[config.mk]
export PLATFORM = sky130hd
export DESIGN_NAME = alu_cmd_engine
export DESIGN_NICKNAME = d
export VERILOG_FILES = /design/src/rtl/alu_cmd_engine.sv
export SDC_FILE = /design/constraint.sdc
export NUM_CORES = 1
export LEC_CHECK = 0
export ABC_CLOCK_PERIOD_IN_PS = 2620
export CELL_PAD_IN_SITES_DETAIL_PLACEMENT = 2
export CELL_PAD_IN_SITES_GLOBAL_PLACEMENT = 2
export CORE_MARGIN = 4
export CORE_UTILIZATION = 34
export DETAILED_ROUTE_END_ITERATION = 10
export GPL_ROUTABILITY_DRIVEN = 0
export GPL_TIMING_DRIVEN = 1
export PLACE_DENSITY = 0.83
export SLEW_MARGIN = 30
export SYNTH_ARGS = -nofsm -noshare
export SYNTH_HDL_FRONTEND = slang
export SYNTH_SLANG_ARGS = --single-unit
[constraint.sdc]
create_clock -name clk_i -period 2.62 [get_ports clk_i]
set_input_delay 0.786 -clock clk_i [delete_from_list [all_inputs] [get_ports clk_i]]
set_output_delay 0.786 -clock clk_i [all_outputs]
set_load 0.02 [all_outputs]
[src/rtl/alu_cmd_engine.sv]
`timescale 1ns/1ps
// alu_cmd_engine
//   Byte-stream command processor sitting between a UART receiver and a UART
//   transmitter. Parses [opcode][rsvd][len_lo][len_hi][payload] packets
//   (len counts the whole packet including the 4-byte header) and answers
//   with an echo of the payload, a sum, or a product of OB-byte little-endian
//   operands (OB = OPERAND_WIDTH/8).
//
//   Optional feature macro: ALU_ERR_RESP_EN
//     defined   : a malformed packet produces a single 0xEE response byte
//     undefined : malformed packets are silently drained
//
// Ports
//   clk_i          clock
//   rst_ni         synchronous active-low reset
//   s_axis_tdata   input byte
//   s_axis_tvalid  input byte valid
//   s_axis_tready  engine accepts input byte
//   m_axis_tdata   output byte (registered)
//   m_axis_tvalid  output byte valid (registered)
//   m_axis_tready  downstream accepts output byte
module alu_cmd_engine #(
  parameter int unsigned DATA_WIDTH    = 8,
  parameter int unsigned OPERAND_WIDTH = 32,
  parameter logic [7:0]  OP_ECHO       = 8'hEC,
  parameter logic [7:0]  OP_ADD        = 8'hA5,
  parameter logic [7:0]  OP_MUL        = 8'h6E
) (
  input  logic                  clk_i,
  input  logic                  rst_ni,
  input  logic [DATA_WIDTH-1:0] s_axis_tdata,
  input  logic                  s_axis_tvalid,
  output logic                  s_axis_tready,
  output logic [DATA_WIDTH-1:0] m_axis_tdata,
  output logic                  m_axis_tvalid,
  input  logic                  m_axis_tready
);

  localparam int unsigned DW = DATA_WIDTH;
  localparam int unsigned OW = OPERAND_WIDTH;
  localparam int unsigned OB = OPERAND_WIDTH / 8;
  localparam int unsigned LW = 16;
  localparam int unsigned CW = $clog2(OB + 1);
  localparam int unsigned MW = (OW > 1) ? $clog2(OW) : 1;

  // Elaboration-time parameter sanity checks
  if (DATA_WIDTH != 8) begin : g_bad_data_width
    $error("alu_cmd_engine: DATA_WIDTH must be 8");
  end
  if ((OPERAND_WIDTH == 0) || ((OPERAND_WIDTH % 8) != 0)) begin : g_bad_operand_width
    $error("alu_cmd_engine: OPERAND_WIDTH must be a non-zero multiple of 8");
  end

  typedef enum logic [3:0] {
    S_OPCODE    = 4'd0,
    S_RSVD      = 4'd1,
    S_LEN_LO    = 4'd2,
    S_LEN_HI    = 4'd3,
    S_ECHO_PASS = 4'd4,
    S_COLLECT   = 4'd5,
    S_MUL_BUSY  = 4'd6,
    S_SEND      = 4'd7,
    S_DRAIN     = 4'd8
  } state_e;

  // Where a malformed packet goes once it has been fully consumed
`ifdef ALU_ERR_RESP_EN
  localparam state_e ERR_EXIT = S_SEND;
`else
  localparam state_e ERR_EXIT = S_OPCODE;
`endif

  state_e state_q, state_d;

  logic [7:0]    opcode_q;
  logic [7:0]    len_lo_q;
  logic [LW-1:0] rem_q;        // payload bytes still to be consumed
  logic [CW-1:0] byte_idx_q;   // byte position within the current operand
  logic [CW-1:0] send_cnt_q;   // response bytes already loaded into the output register
  logic [CW-1:0] send_num_q;   // response length in bytes
  logic [MW-1:0] mul_cnt_q;
  logic [OW-1:0] operand_q;    // operand shift-in register, multiplier during MUL_BUSY
  logic [OW-1:0] acc_q;        // accumulator / product / response shift-out register
  logic [OW-1:0] mcand_q;      // shifted multiplicand
  logic          first_q;      // next completed operand is the first of the packet
  logic [DW-1:0] m_tdata_q;
  logic          m_tvalid_q;

  logic          s_fire_c;
  logic          m_fire_c;
  logic [LW:0]   len_c;
  logic [LW-1:0] rem_c;
  logic          len_short_c;
  logic          rem_zero_c;
  logic          rem_pos_c;
  logic          op_echo_c;
  logic          op_arith_c;
  logic          misaligned_c;
  logic          malformed_c;
  logic          last_payload_c;
  logic          opnd_last_byte_c;
  logic [OW-1:0] opnd_c;

  assign m_axis_tdata  = m_tdata_q;
  assign m_axis_tvalid = m_tvalid_q;

  assign s_fire_c = s_axis_tvalid && s_axis_tready;
  assign m_fire_c = m_tvalid_q && m_axis_tready;

  // Header decode, evaluated while the len_hi byte is on the input
  assign len_c        = {1'b0, s_axis_tdata, len_lo_q};
  assign rem_c        = LW'(len_c - (LW + 1)'(4));
  assign len_short_c  = (len_c < (LW + 1)'(4));
  assign rem_zero_c   = (len_c == (LW + 1)'(4));
  assign rem_pos_c    = (len_c > (LW + 1)'(4));
  assign op_echo_c    = (opcode_q == OP_ECHO);
  assign op_arith_c   = (opcode_q == OP_ADD) || (opcode_q == OP_MUL);
  assign misaligned_c = ((rem_c % LW'(OB)) != '0);
  assign malformed_c  = len_short_c
                     || (!op_echo_c && !op_arith_c)
                     || (op_arith_c && (rem_zero_c || misaligned_c));

  assign last_payload_c   = (rem_q == LW'(1));
  assign opnd_last_byte_c = (byte_idx_q == CW'(OB - 1));

  // Operand value including the byte currently on the input (little-endian)
  assign opnd_c = (operand_q >> 8) | (OW'(s_axis_tdata) << (OW - 8));

  // State register
  always_ff @(posedge clk_i) begin
    if (!rst_ni) begin
      state_q <= S_OPCODE;
    end else begin
      state_q <= state_d;
    end
  end

  // Next-state logic
  always_comb begin
    state_d = state_q;
    case (state_q)
      S_OPCODE: if (s_fire_c) state_d = S_RSVD;
      S_RSVD:   if (s_fire_c) state_d = S_LEN_LO;
      S_LEN_LO: if (s_fire_c) state_d = S_LEN_HI;
      S_LEN_HI: begin
        if (s_fire_c) begin
          if (malformed_c) begin
            state_d = rem_pos_c ? S_DRAIN : ERR_EXIT;
          end else if (rem_zero_c) begin
            state_d = S_OPCODE;  // empty echo
          end else if (op_echo_c) begin
            state_d = S_ECHO_PASS;
          end else begin
            state_d = S_COLLECT;
          end
        end
      end
      S_ECHO_PASS: if (s_fire_c && last_payload_c) state_d = S_OPCODE;
      S_COLLECT: begin
        if (s_fire_c && opnd_last_byte_c) begin
          if (opcode_q == OP_MUL) begin
            state_d = S_MUL_BUSY;
          end else if (last_payload_c) begin
            state_d = S_SEND;
          end
        end
      end
      S_MUL_BUSY: begin
        if (mul_cnt_q == MW'(OW - 1)) begin
          state_d = (rem_q == '0) ? S_SEND : S_COLLECT;
        end
      end
      S_SEND: if (m_fire_c && (send_cnt_q == send_num_q)) state_d = S_OPCODE;
      S_DRAIN: if (s_fire_c && last_payload_c) state_d = ERR_EXIT;
      default: state_d = S_OPCODE;
    endcase
  end

  // Input ready; a pending output byte only throttles echo
  always_comb begin
    s_axis_tready = 1'b0;
    if (rst_ni) begin
      case (state_q)
        S_OPCODE, S_RSVD, S_LEN_LO, S_LEN_HI,
        S_COLLECT, S_DRAIN: s_axis_tready = 1'b1;
        S_ECHO_PASS:        s_axis_tready = !m_tvalid_q || m_axis_tready;
        default:            s_axis_tready = 1'b0;
      endcase
    end
  end

  // Datapath: header capture, operand collection, shift-add multiplier, output register
  always_ff @(posedge clk_i) begin
    if (!rst_ni) begin
      opcode_q   <= '0;
      len_lo_q   <= '0;
      rem_q      <= '0;
      byte_idx_q <= '0;
      send_cnt_q <= '0;
      send_num_q <= '0;
      mul_cnt_q  <= '0;
      operand_q  <= '0;
      acc_q      <= '0;
      mcand_q    <= '0;
      first_q    <= 1'b0;
      m_tdata_q  <= '0;
      m_tvalid_q <= 1'b0;
    end else begin
      if (m_fire_c) begin
        m_tvalid_q <= 1'b0;
      end
      case (state_q)
        S_OPCODE: if (s_fire_c) opcode_q <= s_axis_tdata;
        S_LEN_LO: if (s_fire_c) len_lo_q <= s_axis_tdata;
        S_LEN_HI: begin
          if (s_fire_c) begin
            rem_q      <= rem_pos_c ? rem_c : '0;
            byte_idx_q <= '0;
            first_q    <= 1'b1;
            send_cnt_q <= '0;
            send_num_q <= CW'(OB);
`ifdef ALU_ERR_RESP_EN
            if (malformed_c && !rem_pos_c) begin
              acc_q      <= OW'(8'hEE);
              send_num_q <= CW'(1);
            end
`endif
          end
        end
        S_ECHO_PASS: begin
          if (s_fire_c) begin
            m_tdata_q  <= s_axis_tdata;
            m_tvalid_q <= 1'b1;
            rem_q      <= rem_q - LW'(1);
          end
        end
        S_COLLECT: begin
          if (s_fire_c) begin
            rem_q      <= rem_q - LW'(1);
            operand_q  <= opnd_c;
            byte_idx_q <= byte_idx_q + CW'(1);
            if (opnd_last_byte_c) begin
              byte_idx_q <= '0;
              first_q    <= 1'b0;
              if (opcode_q == OP_MUL) begin
                // First operand multiplies by 1 so every operand takes one busy pass
                mcand_q   <= first_q ? OW'(1) : acc_q;
                acc_q     <= '0;
                mul_cnt_q <= '0;
              end else begin
                acc_q <= first_q ? opnd_c : acc_q + opnd_c;
              end
            end
          end
        end
        S_MUL_BUSY: begin
          if (operand_q[0]) begin
            acc_q <= acc_q + mcand_q;
          end
          mcand_q   <= mcand_q << 1;
          operand_q <= operand_q >> 1;
          mul_cnt_q <= mul_cnt_q + MW'(1);
        end
        S_SEND: begin
          // Load the next response byte whenever the output register is free
          if ((send_cnt_q != send_num_q) && (!m_tvalid_q || m_axis_tready)) begin
            m_tdata_q  <= acc_q[DW-1:0];
            m_tvalid_q <= 1'b1;
            acc_q      <= acc_q >> DW;
            send_cnt_q <= send_cnt_q + CW'(1);
          end
        end
        S_DRAIN: begin
          if (s_fire_c) begin
            rem_q <= rem_q - LW'(1);
`ifdef ALU_ERR_RESP_EN
            if (last_payload_c) begin
              acc_q      <= OW'(8'hEE);
              send_num_q <= CW'(1);
            end
`endif
          end
        end
        default: begin
        end
      endcase
    end
  end

endmodule

# After elaboration in Yosys (flattened, before gate mapping)
# Index checks and enable logic that the tools add are counted.
# classes
n_mux	57
n_reduce_logical	40
order_cmp	2
addsub	7
bitwise	1
n_eq_ne	33
# ops
operator	count
32-bit two-way mux	11
32-bit one-hot mux with 2 select lines	2
32-bit one-hot mux with 3 select lines	1
32-bit adder	2
16-bit two-way mux	3
4-bit two-way mux	12
24-bit by 32-bit bitwise OR with 32-bit output	1
16-bit one-hot mux with 2 select lines	1
4-bit one-hot mux with 8 select lines	1
2-bit inequality test (second input constant)	13
16-bit by 1-bit equality test with 1-bit output (second input constant)	1
16-bit by 3-bit equality test with 1-bit output (second input constant)	1
4-bit by 3-bit equality test with 1-bit output (second input constant)	4
8-bit equality test (second input constant)	2
16-bit by 3-bit > comparator with 1-bit output (second input constant)	1
16-bit logical NOT	1
16-bit by 3-bit < comparator with 1-bit output (second input constant)	1
8-bit two-way mux	2
8-bit one-hot mux with 2 select lines	1
16-bit nonzero test	1
16-bit by 1-bit subtractor with 16-bit output (second input constant)	1
16-bit by 3-bit subtractor with 16-bit output (second input constant)	1
3-bit two-way mux	5
5-bit two-way mux	3
other kinds (31)	68
# totals
wordCells	154
out_inout_bits	10
ff_bits	154

# Depth between registers and ports, before layout
# Gate-level depths: netlist (run 1).
# logic_depth
word_depth	9
mapped_depth	12

# Least setup slack after synthesis (run 1)
# OpenSTA, ideal clock, no wires.
# synth_path
path_kind	flip-flop to flip-flop
startpoint	register acc_q[0]
endpoint	register acc_q[24]
path_buffers	0
setup_ns	0.120
slack_ns	-0.171
t_required_ns	2.500
stages_incl_launch_ff	12
arrival_ns	2.672
path_cell_list	dfxtp_1 > ha_1 > fa_1 > a21o_1 > a221oi_2 > or4_4 > a211oi_4 > o31ai_4 > a21oi_1 > a31oi_1 > xnor2_1 > a211o_1
# synth_via
elab_chain_cells	6
word_cells_on_any_way	8
# synth_lines
element	line_no	rtl
start: declaration	83	logic [OW-1:0] acc_q;
start signal: assignment	251	acc_q <= first_q ? opnd_c : acc_q + opnd_c;
start signal: assignment	258	acc_q <= acc_q + mcand_q;
start signal: assignment	269	acc_q <= acc_q >> DW;
32-bit adder	251	
32-bit two-way mux	251	
32-bit two-way mux	245	if (opcode_q == OP_MUL) begin
32-bit two-way mux	242	if (opnd_last_byte_c) begin
32-bit two-way mux	238	if (s_fire_c) begin
32-bit one-hot mux with 3 select lines *	212	case (state_q)
# Mark *: on every way between the ends. The rest lies on a longest branch, timed or not. The select of a mux whose other input is x is not followed.
# A chain may end at the register's enable or synchronous reset.

# Final worst setup path (run 1)
# layout_path
startpoint	register acc_q[13]
endpoint	register acc_q[31]
# The elaborated chain is that of the path after synthesis.

==> results of run 1 <==
worst register-to-register path, delay by kind of cell, from the launching register on:
kind	cells	cell delay, ps
compound gates	7	1790
simple gates	1	420
flops	1	390
fa+ha+maj	1	310
mux	1	230
buf+inv	1	200
cell type report:
class,count,area [um2],area share (%)
clock inverter,14,160,0.968
inverter,28,108,0.650
multi-input combinational,1210,9210,55.7
sequential,154,3130,18.9
antenna,4,10.0,0.0605
clock buffer,18,429,2.59
timing repair buffer,352,2940,17.8
tap,442,553,3.34
kinds of logic after synthesis:
logic type,after synthesis,synth area share (%)
DFF,154,27.5
xor gates and xnor gates,62,4.85
AOI/OAI and AO/OA,469,28.4
adders and majority gates,73,8.29
and+or+nand+nor,581,24.2
buffers and inverters,130,4.60
muxes,24,2.16
sequential cells by signal (all words and copies together), names as in the netlist, 3 cells and up:
name          cells
opcode_q          8
len_lo_q          8
rem_q            16
state_q           4
byte_idx_q        3
m_axis_tdata      8
mul_cnt_q         5
send_cnt_q        3
operand_q        32
acc_q            32
mcand_q          32
where the power goes:
part / internal (mW) / leakage [nW] / switching [mW]
registers: 2.37 / 1.26 / 0.0641
clock network: 1.43 / 0.281 / 1.41
logic: 0.361 / 5.27 / 0.681
routing by layer:
| metal | global-route usage, % | share of wire, % | vias to the layer above |
|---|---|---|---|
| met4 | 31.9 | 10 | 4 |
| met2 | 73.2 | 43 | 1643 |
| li1 | - | - | 6026 |
| met1 | 50.1 | 36 | 8172 |
| met3 | 12.9 | 11 | 760 |
| met5 | 0.962 | 0.023 | - |
stage by stage:
step | util [%] | total power, mW | setup TNS [ps]
2_1_floorplan | - | 2.86 | -299
3_3_place_gp | 42.6 | 3.16 | -38970
3_5_place_dp | 42.6 | 3.24 | -66680
4_1_cts | 47.6 | 5.96 | -5410
5_1_grt | 50.8 | 6.35 | -17270
6_report | 50.9 | 6.32 | -18120
timing repair:
| item | CTS | global route |
|---|---|---|
| buffers inserted | 30 | 30 |
| gates resized for setup | 199 | 199 |
| pin swaps | 78 | 106 |
| setup endpoints to repair | 109 | 103 |
| gates cloned | 0 | 1 |
| hold buffers | 0 | 0 |
how the worst min path moves through the flow:
| stage | cells after the start | start | slack [ps] | to |
|---|---|---|---|---|
| finish | 2 | operand_q[4]$_SDFFE_PN0P_ | 540 | operand_q[4]$_SDFFE_PN0P_ |
| global route | 2 | rem_q[13]$_SDFFE_PN0P_ | 570 | rem_q[13]$_SDFFE_PN0P_ |
| CTS | 2 | rem_q[13]$_SDFFE_PN0P_ | 500 | rem_q[13]$_SDFFE_PN0P_ |
| detailed placement | 2 | rem_q[13]$_SDFFE_PN0P_ | 470 | rem_q[13]$_SDFFE_PN0P_ |
| global placement | 2 | byte_idx_q[2]$_SDFFE_PN0P_ | 430 | byte_idx_q[2]$_SDFFE_PN0P_ |
| floorplan | 2 | byte_idx_q[2]$_SDFFE_PN0P_ | 420 | byte_idx_q[2]$_SDFFE_PN0P_ |
layout by cell type (no fill, tap or decap), types with 9 or more instances in the layout:
cell             count
buf_6               36
buf_12               9
and2_1              10
o21ai_2             16
xnor2_1             27
nand3_1             24
nand2b_1             9
buf_4              289
dfxtp_1            133
a21o_1              37
nor3_1              49
mux2i_1             21
inv_1               27
dfxtp_2             12
a21oi_2             23
a311oi_1            24
ha_4                13
nor3b_1             32
clkbuf_16           17
nand2_1            178
dfxtp_4              9
nor2_1             157
nor3_2              13
a22oi_1             20
a221oi_2             9
ha_1                56
a21oi_1             86
o211ai_1            10
o21ai_0             71
a211oi_1            34
xor2_1              22
clkdlybuf4s50_1     11
and3_1              12
==> run summary, run 1 <==
syn nets: 1578
Register-to-Register Path Depth: 11
Final Non-Filler Cells: 2222
Peak supply drop: 0.493 mV
Max Freq: 287 MHz
Placeable Area: 0.0325 mm2
placed insts: 2135
Worst Setup SP: acc_q[13]$_SDFFE_PN0P_
worst setup path class: reg2reg
crit start category: register
leakage: 6.81 nW
most frequent cells after synthesis: nand2_1 (188), nor2_1 (169), dfxtp_1 (154), a21oi_1 (117), o21ai_0 (97)
average wire per standard cell: 42.7 um
Final ANT Viol Nets: 0
die footprint: 0.0359 mm2
deepest clock path buffer count: 2
max-slew violation count: 0
drt via density: 7.47
worst-path fanout max: 4
Core Rows: 66
first-pass GRT wire length: 122 mm
Worst Skew: 23.4 ps
most common cell in the netlist: nand2_1
vias in the first global route: 17.0k
CTS Buf Count: 17
grt total ovfl: 0
share of the synthesized area in the top cell type: 27.5%
reg2reg setup slack: -870 ps
synthesized instance count: 1493
Post-Route WL: 94.8 mm
clk root buf: clkbuf_16
CP endpoint kind: register
synth warn: 0
status: complete, but fails checks
via count: 16.6k
Clk Latency, worst-skew pair: 490 ps
I/O pin count: 22
Synth async-reset ratio: 0%
Worst path max stage delay: 420 ps
Hold Vio Cnt, Final: 0
slew margin rel.: 18.8%
post-synthesis sequential area ratio: 27.5%
largest cells by area after synthesis: dfxtp_1 (28%), ha_1 (7.9%), nand2_1 (6.3%)
Fillers: 3558
capture point of the worst reg-to-reg path: acc_q[31]$_SDFFE_PN0P_
CP Depth: 11
finished layout cell area: 0.0165 mm2
reg2reg start: acc_q[13]$_SDFFE_PN0P_
Area Growth Syn to Fin: 47.7%
clk sinks: 154
final worst-path setup slack: -866 ps
Worst setup endpoint: acc_q[31]$_SDFFE_PN0P_
hold slack: 540 ps
pre-CTS setup slack: -871 ps
Data required, critical path: 2970 ps
largest net degree at the start of global routing: 65
critical path cell sequence: buf_4, ha_1, a21oi_1, o21bai_1, a21oi_1, o22ai_1, or3_4, a22o_1, mux2i_2, o2111ai_2, o211a_1
final worst-path cycle share: 133%
Post-route DRC: 0
cell taking the most area after synthesis: dfxtp_1
layout cell share with drive strength beyond 1: 35.1%
starting density of the core: 34.4%
htree depth: 4
Tmin final: 3490 ps
number of synthesized flops with an enable pin: 0
Tightest Pin Transition: 1210 ps
synthesized area: 0.0112 mm2
# port buffers: 21
first-pass iteration count of the detailed router: 6
Die Height: 190 um
CP most frequent cell: a21oi_1
final setup fails: 66
initial antenna violation count: 4
Nets: 1848
cell family with most CP delay: compound AO/OA/AOI/OAI gates
clock slew at reported path FFs: 90 ps
TritonCTS clock tree: yes
unique cell type count in the Yosys netlist: 79
Syn Area/Cell: 7.50 um2
HP Class: reg2reg
PD cells: 382 mW/mm2
die width: 190 um
Synth Flop Type: dfxtp_1
#FFs+latches synth: 154
worst path bufs/invs: 1
Placed Area: 0.0138 mm2
RSZ-0062 raised after global routing: yes
CP max-delay cell: or3_4
failing checks: negative setup slack
Arr. time, crit path: 3830 ps
total track usage: 44.9%
initial DRC count: 2375
Post-DP HPWL: 44.0 mm
max-cap violations: 0
Note: power is estimated with default switching activity, not from simulation.
==> run 2, diff against run 1 <==
--- a/config.mk
+++ b/config.mk
@@ -6,6 +6,7 @@
 export NUM_CORES = 1
 export LEC_CHECK = 0
 export ABC_CLOCK_PERIOD_IN_PS = 2620
+export CAP_MARGIN = 20
 export CELL_PAD_IN_SITES_DETAIL_PLACEMENT = 2
 export CELL_PAD_IN_SITES_GLOBAL_PLACEMENT = 2
 export CORE_MARGIN = 4
==> results of run 2 <==
Final layout, timing and power as in run 1 (identical DEF).
==> run 3, diff against run 2 <==
==> config.mk (replaced) <==
export PLATFORM = sky130hd
export DESIGN_NAME = alu_cmd_engine
export DESIGN_NICKNAME = d
export VERILOG_FILES = /design/src/rtl/alu_cmd_engine.sv
export SDC_FILE = /design/constraint.sdc
export NUM_CORES = 1
export LEC_CHECK = 0
export ABC_CLOCK_PERIOD_IN_PS = 2620
export CORE_MARGIN = 4
export CORE_UTILIZATION = 45
export DETAILED_ROUTE_END_ITERATION = 10
export GPL_ROUTABILITY_DRIVEN = 0
export GPL_TIMING_DRIVEN = 1
export PLACE_DENSITY = 0.69
export REMOVE_ABC_BUFFERS = 1
export SLEW_MARGIN = 30
export SYNTH_ARGS = -nofsm -noshare
export SYNTH_HDL_FRONTEND = slang
export SYNTH_SLANG_ARGS = --single-unit
==> run 3 against run 2 <==
Effect of this change: the flow still finishes with violations (negative setup slack); sequential cell count stayed put; total power is 12% lower; sequential power is essentially flat; clock skew is 6.4 ps lower; clock-buffer cell count stayed put; critical path depth increased by 1; hold slack worse by 89 ps; via count down 25%; fmax increased by 20%; non-clock buffer count fell by 39; worst setup slack better by 580 ps; sequential share of layout area is 1.8 points higher.
==> run summary, run 3 (synthesis gave the netlist of run 1 again) <==
total track usage: 26.3% (-19 points)
final setup fails: 19 (-71%)
clock power share: 44.0% (-1.0 points)
largest net degree at the start of global routing: 60 (-7.7%)
crit start category: register
placed insts: 2006 (-6.0%)
Data required, critical path: 2940 ps (-30 ps)
vias in the first global route: 11.7k (-31%)
CP most frequent cell: buf_4
Worst Skew: 17.0 ps (-6.44 ps)
hold slack: 451 ps (-88.9 ps)
Sequential Area: 0.00310 mm2 (-0.88%)
Tightest Pin Transition: 754 ps (-455 ps)
Peak supply drop: 0.440 mV (-11%)
Max Freq: 344 MHz (+20%)
most common cell after layout, fill and taps aside: buf_4
Sw Ratio: 29.2% (-4.9 points)
drt via density: 6.08 (-19%)
die width: 166 um (-13%)
Placeable Area: 0.0244 mm2 (-25%)
final worst-path cycle share: 111% (-22 points)
Post-DP HPWL: 27.2 mm (-38%)
combinational share of power: 12.7% (-3.8 points)
final worst-path setup slack: -285 ps (+581 ps)
Post-route DRC: 0 (unchanged)
total power: 5.59 mW (-12%)
Hold Vio Cnt, Final: 0 (unchanged)
via count: 12.5k (-25%)
Arr. time, crit path: 3230 ps (-600 ps)
max-cap violations: 0 (unchanged)
max-slew violation count: 0 (unchanged)
deepest clock path buffer count: 2 (unchanged)
capture point of the worst reg-to-reg path: acc_q[27]$_SDFFE_PN0P_
Final Core Density: 61.3% (+10 points)
area of the multi-input gates: 0.00819 mm2 (-11%)
Psw: 1.63 mW (-24%)
clk sinks: 154 (unchanged)
commonest non-fill, non-tap cells in the layout: buf_4 (271), nand2_1 (185), nor2_1 (165)
Placed Area: 0.0136 mm2 (-1.9%)
Nets: 1808 (-2.2%)
Worst setup endpoint: acc_q[27]$_SDFFE_PN0P_
Die Height: 166 um (-13%)
reg2reg start: mcand_q[1]$_SDFFE_PN0P_
Sequential Power Share: 43.2% (+4.7 points)
average wire per standard cell: 18.4 um (-57%)
Final ANT Viol Nets: 0 (unchanged)
CP endpoint kind: register
Register-to-Register Path Depth: 12 (+1)
clk root buf: clkbuf_16
n_diodes: 0 (-4)
Int Pwr: 3.95 mW (-5.1%)
htree depth: 4 (unchanged)
worst setup path class: reg2reg
failing checks: negative setup slack
initial DRC count: 1134 (-52%)
first-pass iteration count of the detailed router: 7 (+1)
worst-path fanout max: 3 (-1)
Tmin final: 2910 ps (-581 ps)
Area Growth Syn to Fin: 33.4%
PD cells: 374 mW/mm2 (-2.2%)
CP max-delay cell: or3_4
leakage: 6.32 nW (-7.1%)
Fillers: 2118 (-40%)
Clk Latency, worst-skew pair: 450 ps (-40 ps)
die footprint: 0.0275 mm2 (-23%)
Core Rows: 57 (-14%)
# port buffers: 21 (unchanged)
layout cell share with drive strength beyond 1: 25.0% (-10 points)
Post-Route WL: 38.0 mm (-60%)
first-pass GRT wire length: 60.6 mm (-50%)
HP Class: reg2reg
Worst Setup SP: mcand_q[1]$_SDFFE_PN0P_
I/O pin count: 22 (unchanged)
initial antenna violation count: 0 (-4)
finished layout cell area: 0.0150 mm2 (-9.7%)
RSZ-0062 raised after global routing: yes
CTS Buf Count: 17 (unchanged)
reg2reg setup slack: -290 ps (+580 ps)
grt total ovfl: 0 (unchanged)
critical path cell sequence: ha_4, a211oi_4, o211ai_1, a2111oi_2, buf_4, nor4_4, or3_4, buf_4, buf_6, a21boi_2, xor2_1, o22ai_1
slew margin rel.: 49.2% (+30 points)
Final Non-Filler Cells: 2060 (-7.3%)
starting density of the core: 45.9% (+11 points)
largest registers: acc_q x32, mcand_q x32, operand_q x32
Worst path max stage delay: 420 ps (about the same)
status: complete, but fails checks
clock slew at reported path FFs: 80 ps (about the same)
TritonCTS clock tree: yes
==> run 3: worst min path at each step <==
| stage | start | endpoint | slack (ps) | depth (start not counted) |
|---|---|---|---|---|
| final | byte_idx_q[2]$_SDFFE_PN0P_ | byte_idx_q[2]$_SDFFE_PN0P_ | 450 | 2 |
| after global routing | byte_idx_q[2]$_SDFFE_PN0P_ | byte_idx_q[2]$_SDFFE_PN0P_ | 480 | 2 |
| after CTS | byte_idx_q[2]$_SDFFE_PN0P_ | byte_idx_q[2]$_SDFFE_PN0P_ | 460 | 2 |
| after detailed placement | byte_idx_q[2]$_SDFFE_PN0P_ | byte_idx_q[2]$_SDFFE_PN0P_ | 440 | 2 |
| after global placement | byte_idx_q[2]$_SDFFE_PN0P_ | byte_idx_q[2]$_SDFFE_PN0P_ | 430 | 2 |
| after floorplan | byte_idx_q[2]$_SDFFE_PN0P_ | byte_idx_q[2]$_SDFFE_PN0P_ | 420 | 2 |
==> run 3: cell type report <==
cell class	count	share of cell area, %
flip-flops and latches	154	20.8
clock inverters	14	1.01
well taps	324	2.71
clock buffers	18	2.87
repair buffers	313	17.1
multi-input cells	1209	54.8
inverters	28	0.720
==> run 3: routing by layer <==
| layer | GRT usage, % | vias to the layer above | part of all wire, % |
|---|---|---|---|
| met4 | 7.57 | 0 | 2.9 |
| met3 | 4.26 | 92 | 7.9 |
| met1 | 36.2 | 5937 | 44 |
| li1 | - | 5950 | - |
| met2 | 42.5 | 548 | 45 |
| met5 | 0 | - | 0 |
==> run 3: power by group through the flow <==
stage	Combinational, mW	Sequential, mW	Clock [mW]
floorplan	0.335	2.48	0
global placement	0.665	2.47	0
detailed placement	0.677	2.47	0
CTS	0.687	2.41	2.49
global route	0.768	2.42	2.58
finish	0.711	2.41	2.46
==> run 3: per-stage QoR <==
| stage | worst slack, ps | setup TNS, ps |
|---|---|---|
| CTS | -274 | -2210 |
| finish | -285 | -3080 |
| global placement | -736 | -32550 |
| detailed placement | -812 | -38440 |
| global route | -417 | -5320 |
| floorplan | -3020 | -204480 |
==> run 3: worst max-delay path, delay by kind of cell, from the launching register on <==
kind                       cells  cell delay (ps)
AOI/OAI and AO/OA              5             1080
xor gates and xnor gates       1              160
adders and majority gates      1              250
buffers and inverters          3              460
DFF                            1              360
and+or+nand+nor                2              460
==> run 3: repair_timing <==
action / 4_1_cts / 5_1_grt
gates resized for setup: 86 / 63
setup buffers: 10 / 14
pin swaps: 44 / 58
cloned: 0 / 0
hold buffers: 0 / 0
setup endpoints to repair: 41 / 30
